### src/rtl/ssd_arb_pkg.sv
// Shared types and constants for the seven-segment display arbiter.
package ssd_arb_pkg;

    typedef enum logic {
        IDLE = 1'b0,
        OWN  = 1'b1
    } arb_state_t;

    localparam logic [15:0] BLANK_DATA  = 16'h0000;
    localparam logic [3:0]  BLANK_DIG   = 4'b0000;
    localparam logic [3:0]  BLANK_POINT = 4'b0000;
    localparam int          BLINK_BITS  = 24;

endpackage

### src/rtl/ssd_rr_pick.sv
// Combinational round-robin picker: first asserted request at or after start, wrapping modulo NUM_REQ.
module ssd_rr_pick
    import ssd_arb_pkg::*;
#(
    parameter int NUM_REQ = 4,
    parameter int IDX_W   = $clog2(NUM_REQ)
) (
    input  logic [NUM_REQ-1:0] req,
    input  logic [IDX_W-1:0]   start,
    output logic               found,
    output logic [IDX_W-1:0]   index,
    output logic [NUM_REQ-1:0] onehot
);

    logic [IDX_W-1:0] pos_s;

    // Walk the ring from the far end back to start so the nearest hit is written last.
    always_comb begin
        found  = 1'b0;
        index  = '0;
        onehot = '0;
        pos_s  = '0;
        for (int k = NUM_REQ - 1; k >= 0; k--) begin
            pos_s = IDX_W'((int'(start) + k) % NUM_REQ);
            if (req[pos_s]) begin
                found  = 1'b1;
                index  = pos_s;
                onehot = NUM_REQ'(1) << pos_s;
            end else begin
                found  = found;
            end
        end
    end

endmodule

### src/rtl/ssd_display_arb.sv
// Round-robin time-sharing of one four-digit seven-segment controller between NUM_REQ requesters.
// Optional blink gating of the digit enables is built when SSD_ARB_BLINK_EN is defined.
module ssd_display_arb
    import ssd_arb_pkg::*;
#(
    parameter int NUM_REQ      = 4,
    parameter int DWELL_CYCLES = 50_000_000,
    parameter int CNT_W        = $clog2(DWELL_CYCLES)
) (
    input  logic                   clk,
    input  logic                   reset,
    input  logic [NUM_REQ-1:0]     req,
    input  logic [16*NUM_REQ-1:0]  req_data,
    input  logic [4*NUM_REQ-1:0]   req_dig,
    input  logic [4*NUM_REQ-1:0]   req_point,
`ifdef SSD_ARB_BLINK_EN
    input  logic [NUM_REQ-1:0]     req_blink,
`endif
    output logic [NUM_REQ-1:0]     grant,
    output logic [NUM_REQ-1:0]     done,
    output logic [15:0]            disp_data,
    output logic [3:0]             disp_dig,
    output logic [3:0]             disp_point,
    output logic                   busy
);

    localparam int               IDX_W      = $clog2(NUM_REQ);
    localparam logic [CNT_W-1:0] DWELL_LOAD = CNT_W'(DWELL_CYCLES - 1);

    arb_state_t         state_r, state_n;
    logic [IDX_W-1:0]   rr_ptr_r, rr_ptr_n;
    logic [IDX_W-1:0]   owner_r, owner_n;
    logic [CNT_W-1:0]   cnt_r, cnt_n;
    logic [NUM_REQ-1:0] grant_r, grant_n;
    logic [NUM_REQ-1:0] done_r, done_n;
    logic [15:0]        data_r, data_n;
    logic [3:0]         dig_r, dig_n;
    logic [3:0]         point_r, point_n;
    logic               busy_r;

    logic               owner_req_s, timeout_s, release_s, slot_end_s, blank_dig_s;
    logic [IDX_W-1:0]   next_ptr_s, pick_start_s, pick_idx_s;
    logic               pick_found_s;
    logic [NUM_REQ-1:0] pick_onehot_s;
    logic [15:0]        sel_data_s;
    logic [3:0]         sel_dig_s, sel_point_s;

    assign owner_req_s  = req[owner_r];
    assign timeout_s    = (state_r == OWN) && owner_req_s && (cnt_r == '0);
    assign release_s    = (state_r == OWN) && !owner_req_s;
    assign slot_end_s   = timeout_s || release_s;
    assign next_ptr_s   = (owner_r == IDX_W'(NUM_REQ - 1)) ? '0 : owner_r + IDX_W'(1);
    // At a slot end the search starts just past the grantee, so it is considered last.
    assign pick_start_s = (state_r == OWN) ? next_ptr_s : rr_ptr_r;
    assign sel_data_s   = req_data[{owner_r, 4'b0000} +: 16];
    assign sel_dig_s    = req_dig[{owner_r, 2'b00} +: 4];
    assign sel_point_s  = req_point[{owner_r, 2'b00} +: 4];

`ifdef SSD_ARB_BLINK_EN
    logic [BLINK_BITS-1:0] blink_cnt_r;
    logic [BLINK_BITS-1:0] blink_nxt_s;

    assign blink_nxt_s = blink_cnt_r + BLINK_BITS'(1);
    assign blank_dig_s = req_blink[owner_r] && blink_nxt_s[BLINK_BITS-1];

    // Free-running blink phase counter.
    always_ff @(posedge clk) begin
        if (reset) begin
            blink_cnt_r <= '0;
        end else begin
            blink_cnt_r <= blink_nxt_s;
        end
    end
`else
    assign blank_dig_s = 1'b0;
`endif

    ssd_rr_pick #(
        .NUM_REQ (NUM_REQ),
        .IDX_W   (IDX_W)
    ) u_pick (
        .req    (req),
        .start  (pick_start_s),
        .found  (pick_found_s),
        .index  (pick_idx_s),
        .onehot (pick_onehot_s)
    );

    // Next-state and next-output decode for the IDLE/OWN arbiter.
    always_comb begin
        state_n  = state_r;
        rr_ptr_n = rr_ptr_r;
        owner_n  = owner_r;
        cnt_n    = cnt_r;
        grant_n  = grant_r;
        done_n   = '0;
        data_n   = BLANK_DATA;
        dig_n    = BLANK_DIG;
        point_n  = BLANK_POINT;
        case (state_r)
            IDLE: begin
                if (pick_found_s) begin
                    state_n = OWN;
                    owner_n = pick_idx_s;
                    grant_n = pick_onehot_s;
                    cnt_n   = DWELL_LOAD;
                end else begin
                    grant_n = '0;
                end
            end
            OWN: begin
                data_n  = sel_data_s;
                dig_n   = blank_dig_s ? BLANK_DIG : sel_dig_s;
                point_n = sel_point_s;
                if (slot_end_s) begin
                    rr_ptr_n = next_ptr_s;
                    done_n   = timeout_s ? grant_r : '0;
                    if (pick_found_s) begin
                        owner_n = pick_idx_s;
                        grant_n = pick_onehot_s;
                        cnt_n   = DWELL_LOAD;
                    end else begin
                        state_n = IDLE;
                        grant_n = '0;
                        data_n  = BLANK_DATA;
                        dig_n   = BLANK_DIG;
                        point_n = BLANK_POINT;
                    end
                end else begin
                    cnt_n = cnt_r - CNT_W'(1);
                end
            end
            default: begin
                state_n = IDLE;
                grant_n = '0;
            end
        endcase
    end

    // State and registered-output update with synchronous reset.
    always_ff @(posedge clk) begin
        if (reset) begin
            state_r  <= IDLE;
            rr_ptr_r <= '0;
            owner_r  <= '0;
            cnt_r    <= '0;
            grant_r  <= '0;
            done_r   <= '0;
            data_r   <= BLANK_DATA;
            dig_r    <= BLANK_DIG;
            point_r  <= BLANK_POINT;
            busy_r   <= 1'b0;
        end else begin
            state_r  <= state_n;
            rr_ptr_r <= rr_ptr_n;
            owner_r  <= owner_n;
            cnt_r    <= cnt_n;
            grant_r  <= grant_n;
            done_r   <= done_n;
            data_r   <= data_n;
            dig_r    <= dig_n;
            point_r  <= point_n;
            busy_r   <= (state_n == OWN);
        end
    end

    assign grant      = grant_r;
    assign done       = done_r;
    assign disp_data  = data_r;
    assign disp_dig   = dig_r;
    assign disp_point = point_r;
    assign busy       = busy_r;

endmodule

### config.mk
export PLATFORM = sky130hd
export DESIGN_NAME = ssd_display_arb
export DESIGN_NICKNAME = d
export VERILOG_FILES = /design/src/rtl/ssd_arb_pkg.sv /design/src/rtl/ssd_rr_pick.sv /design/src/rtl/ssd_display_arb.sv
export SDC_FILE = /design/constraint.sdc
export NUM_CORES = 1
export LEC_CHECK = 0
export CORE_ASPECT_RATIO = 0.8
export CORE_UTILIZATION = 30
export CTS_CLUSTER_SIZE = 16
export DETAILED_ROUTE_END_ITERATION = 10
export PLACE_DENSITY_LB_ADDON = 0.15
export SLEW_MARGIN = 20
export SYNTH_ARGS = -nofsm -noshare
export SYNTH_HDL_FRONTEND = slang
export SYNTH_SLANG_ARGS = --single-unit
### constraint.sdc
create_clock -name clk -period 6.7 [get_ports clk]
set_input_delay 2.01 -clock clk [delete_from_list [all_inputs] [get_ports clk]]
set_output_delay 2.01 -clock clk [all_outputs]
set_load 0.02 [all_outputs]
==> results.ini <==
[run_status]
run_status=finished, final reports clean

[routing]
drt_iter0_markers=153
drc=0
num_vias=3331
wl_um=10200
viasPerCell=5.27
postRouteAntennaNets=0
first_pass_iters=4
wl_per_cell_um=16.2

[clocking]
post_cts.repair.setup_buffers=0
clkTransAtPathRegs_ns=0.05
tritoncts=built
cts.htree.levels=3
cts_buffers=9
clockBufferDepth=2
clock_latency_ns=0.33
hold_buffers=0
cts_resized=0
cts_num_sinks=63
cts-root-buf=clkbuf_16

[synthesis]
syn-cell-area_mm2=0.00355
ys_seq_area_share_pct=35.5
synthArstFlopShare_pct=0
synth.distinct_cells=56
synth_edf_count=0
ys.flop_type=dfxtp_1
netlist_top_cells_count=dfxtp_1 (63), mux4_2 (26), and3_1 (24), nand2_1 (22)
synth_area_leaders=dfxtp_1 (36%), mux4_2 (16%), and3_1 (4.2%), o21ai_0 (3.0%), ha_1 (2.8%)
synthCells=355
avgSynthCellArea_um2=10.0
ys_warn_count=0
yosysMostFrequentCell=dfxtp_1
synth_area_leader_cell=dfxtp_1
synth_nets=465
yosysTopAreaCellShare_pct=35.5
ys_seq_elements=63

[placed_design]
numPortBuffers=134
hpwlAfterDp_um=7360
placed_area_mm2=0.00499
preCtsSetupSlack_ns=2.23
finalWeightedCongestion=0.816

[worst_hold_path]
hold_depth=2
min_from=grant[3]
holdPathEnd=grant[3]
holdCritPathClass=reg2reg

[global_route]
grt_overflow=0
first_global_vias=3173
antenna_found_initial=0
grt_usage_pct=16.9
grt_start_max_net_pins=31
grt_pass1_wl_um=16000

[final_layout]
area_growth_pct=48.3
drive_gt1_share_pct=12.8
antenna_cells=0
num-fill-cells=1085
nNetsFinal=589
fin_area_mm2=0.00527

[job]
cap_violations=0

[power]
p_leak_nw=1.96
peakVddDrop_uv=119
p_per_area_mw_per_mm2=255

[timing]
hold_violations=0
slew-limit-headroom_pct=42.8
layout_setup_ws_ns=2.49
tightest_slew_ns=0.857
setup_tns_ns=0
drv_slew=0
clock.fmax_mhz=237
rsz0062_at_grt=no
fin_crit_sh_pct=62.8
setup_viol=0
period_needed_ns=4.21
skew_ns=0.00688

[critical_path]
r2r_start=busy
regToRegSetupSlack_ns=2.97
worstSetupEndpointType=flop
path_buf_inv=1
max_stage_delay_ns=0.63
r2r_end=grant[0]
crit_arrival_ns=4.44
r2r_cells=8
required_ns=6.93
slowest_stage=clkdlybuf4s50_1
cp_cell_sequence=clkdlybuf4s50_1 -> mux4_2 -> nand2_1 -> a31o_2 -> o21ai_0 -> nor2b_1 -> a311oi_1
crit_family=compound AO/OA/AOI/OAI gates
crit_type=in2reg
cp-start-kind=primary input
worstPathMaxFanout=23

[floorplan]
num_rows=35
die_h_um=99.3
ios=135
dieWidth_um=124
initial_utilization_pct=30.8
die_area_mm2=0.0123
coreArea_mm2=0.0115

how the worst max path moves through the flow:
| stage | from | depth (start not counted) | to |
|---|---|---|---|
| floorplan | req[2] | 5 | grant[0] |
| global placement | req[0] | 7 | cnt_r[22] |
| detailed placement | req[0] | 7 | cnt_r[3] |
| CTS | req[0] | 7 | cnt_r[13] |
| global route | req[0] | 7 | cnt_r[5] |
| finish | req[0] | 7 | cnt_r[13] |
layer usage:
metal	vias up	wire length (µm)	global-route usage (%)
li1	1621	-	-
met3	9	808	4.36
met5	-	0	0
met2	111	4650	27.0
met1	1590	4640	21.7
met4	0	142	6.21
state kept, by name (all words and copies together) (netlist names):
register    cells
owner_r         2
done            4
disp_point      4
cnt_r          26
grant           4
disp_dig        4
disp_data      16
rr_ptr_r        2
busy            1
power breakdown:
group	leakage, nW	total (mW)	switching [mW]	internal [mW]
Clock	0.142	0.424	0.157	0.267
Sequential	0.519	0.444	0.0295	0.415
Combinational	1.30	0.477	0.230	0.247
through the flow:
stage / power, mW / hold slack (ns) / util (%) / instances
after global routing: 1.43 / 0.495 / 45.7 / 632
final: 1.35 / 0.463 / 45.7 / 632
after detailed placement: 0.930 / 0.464 / 43.3 / 616
after floorplan: 0.769 / 0.457 / - / 355
after global placement: 0.925 / 0.454 / 43.3 / 616
after CTS: 1.36 / 0.471 / 45.7 / 632
layout make-up:
class | count | area [µm²] | area share (%)
clock buffers | 12 | 256 | 4.87
clock inverters | 4 | 20.0 | 0.380
inverters | 5 | 18.8 | 0.356
multi-input cells | 260 | 2140 | 40.6
flip-flops and latches | 63 | 1260 | 24.0
well taps | 148 | 185 | 3.52
repair buffers | 140 | 1390 | 26.3
tightest hold or removal path: cells and delay by family, from the launching register on:
kind / cells / cell delay, ns
and+or+nand+nor: 1 / 0.05
AOI/OAI and AO/OA: 1 / 0.05
DFF: 1 / 0.31
cell usage in the layout, fill, tap and decap left out, types with 8 or more instances in the layout:
master / instances
nand2_1: 22
nor3_1: 11
dfxtp_1: 62
o21ai_0: 21
a311oi_1: 8
ha_1: 8
nor4_1: 8
a21oi_1: 17
clkbuf_16: 9
mux4_2: 26
nor2_1: 21
and3_1: 24
clkdlybuf4s50_1: 134
cells by family after synthesis:
kind of cell,Yosys count,synth area share (%)
adder cells (fa/ha/maj),8,2.82
multiplexers,32,18.2
flip-flops,63,35.5
AO/OA/AOI/OAI,82,15.6
AND/OR/NAND/NOR,132,22.1
XOR/XNOR,6,1.48
buffers and inverters,32,4.30
Note: power is estimated with default switching activity, not from simulation.
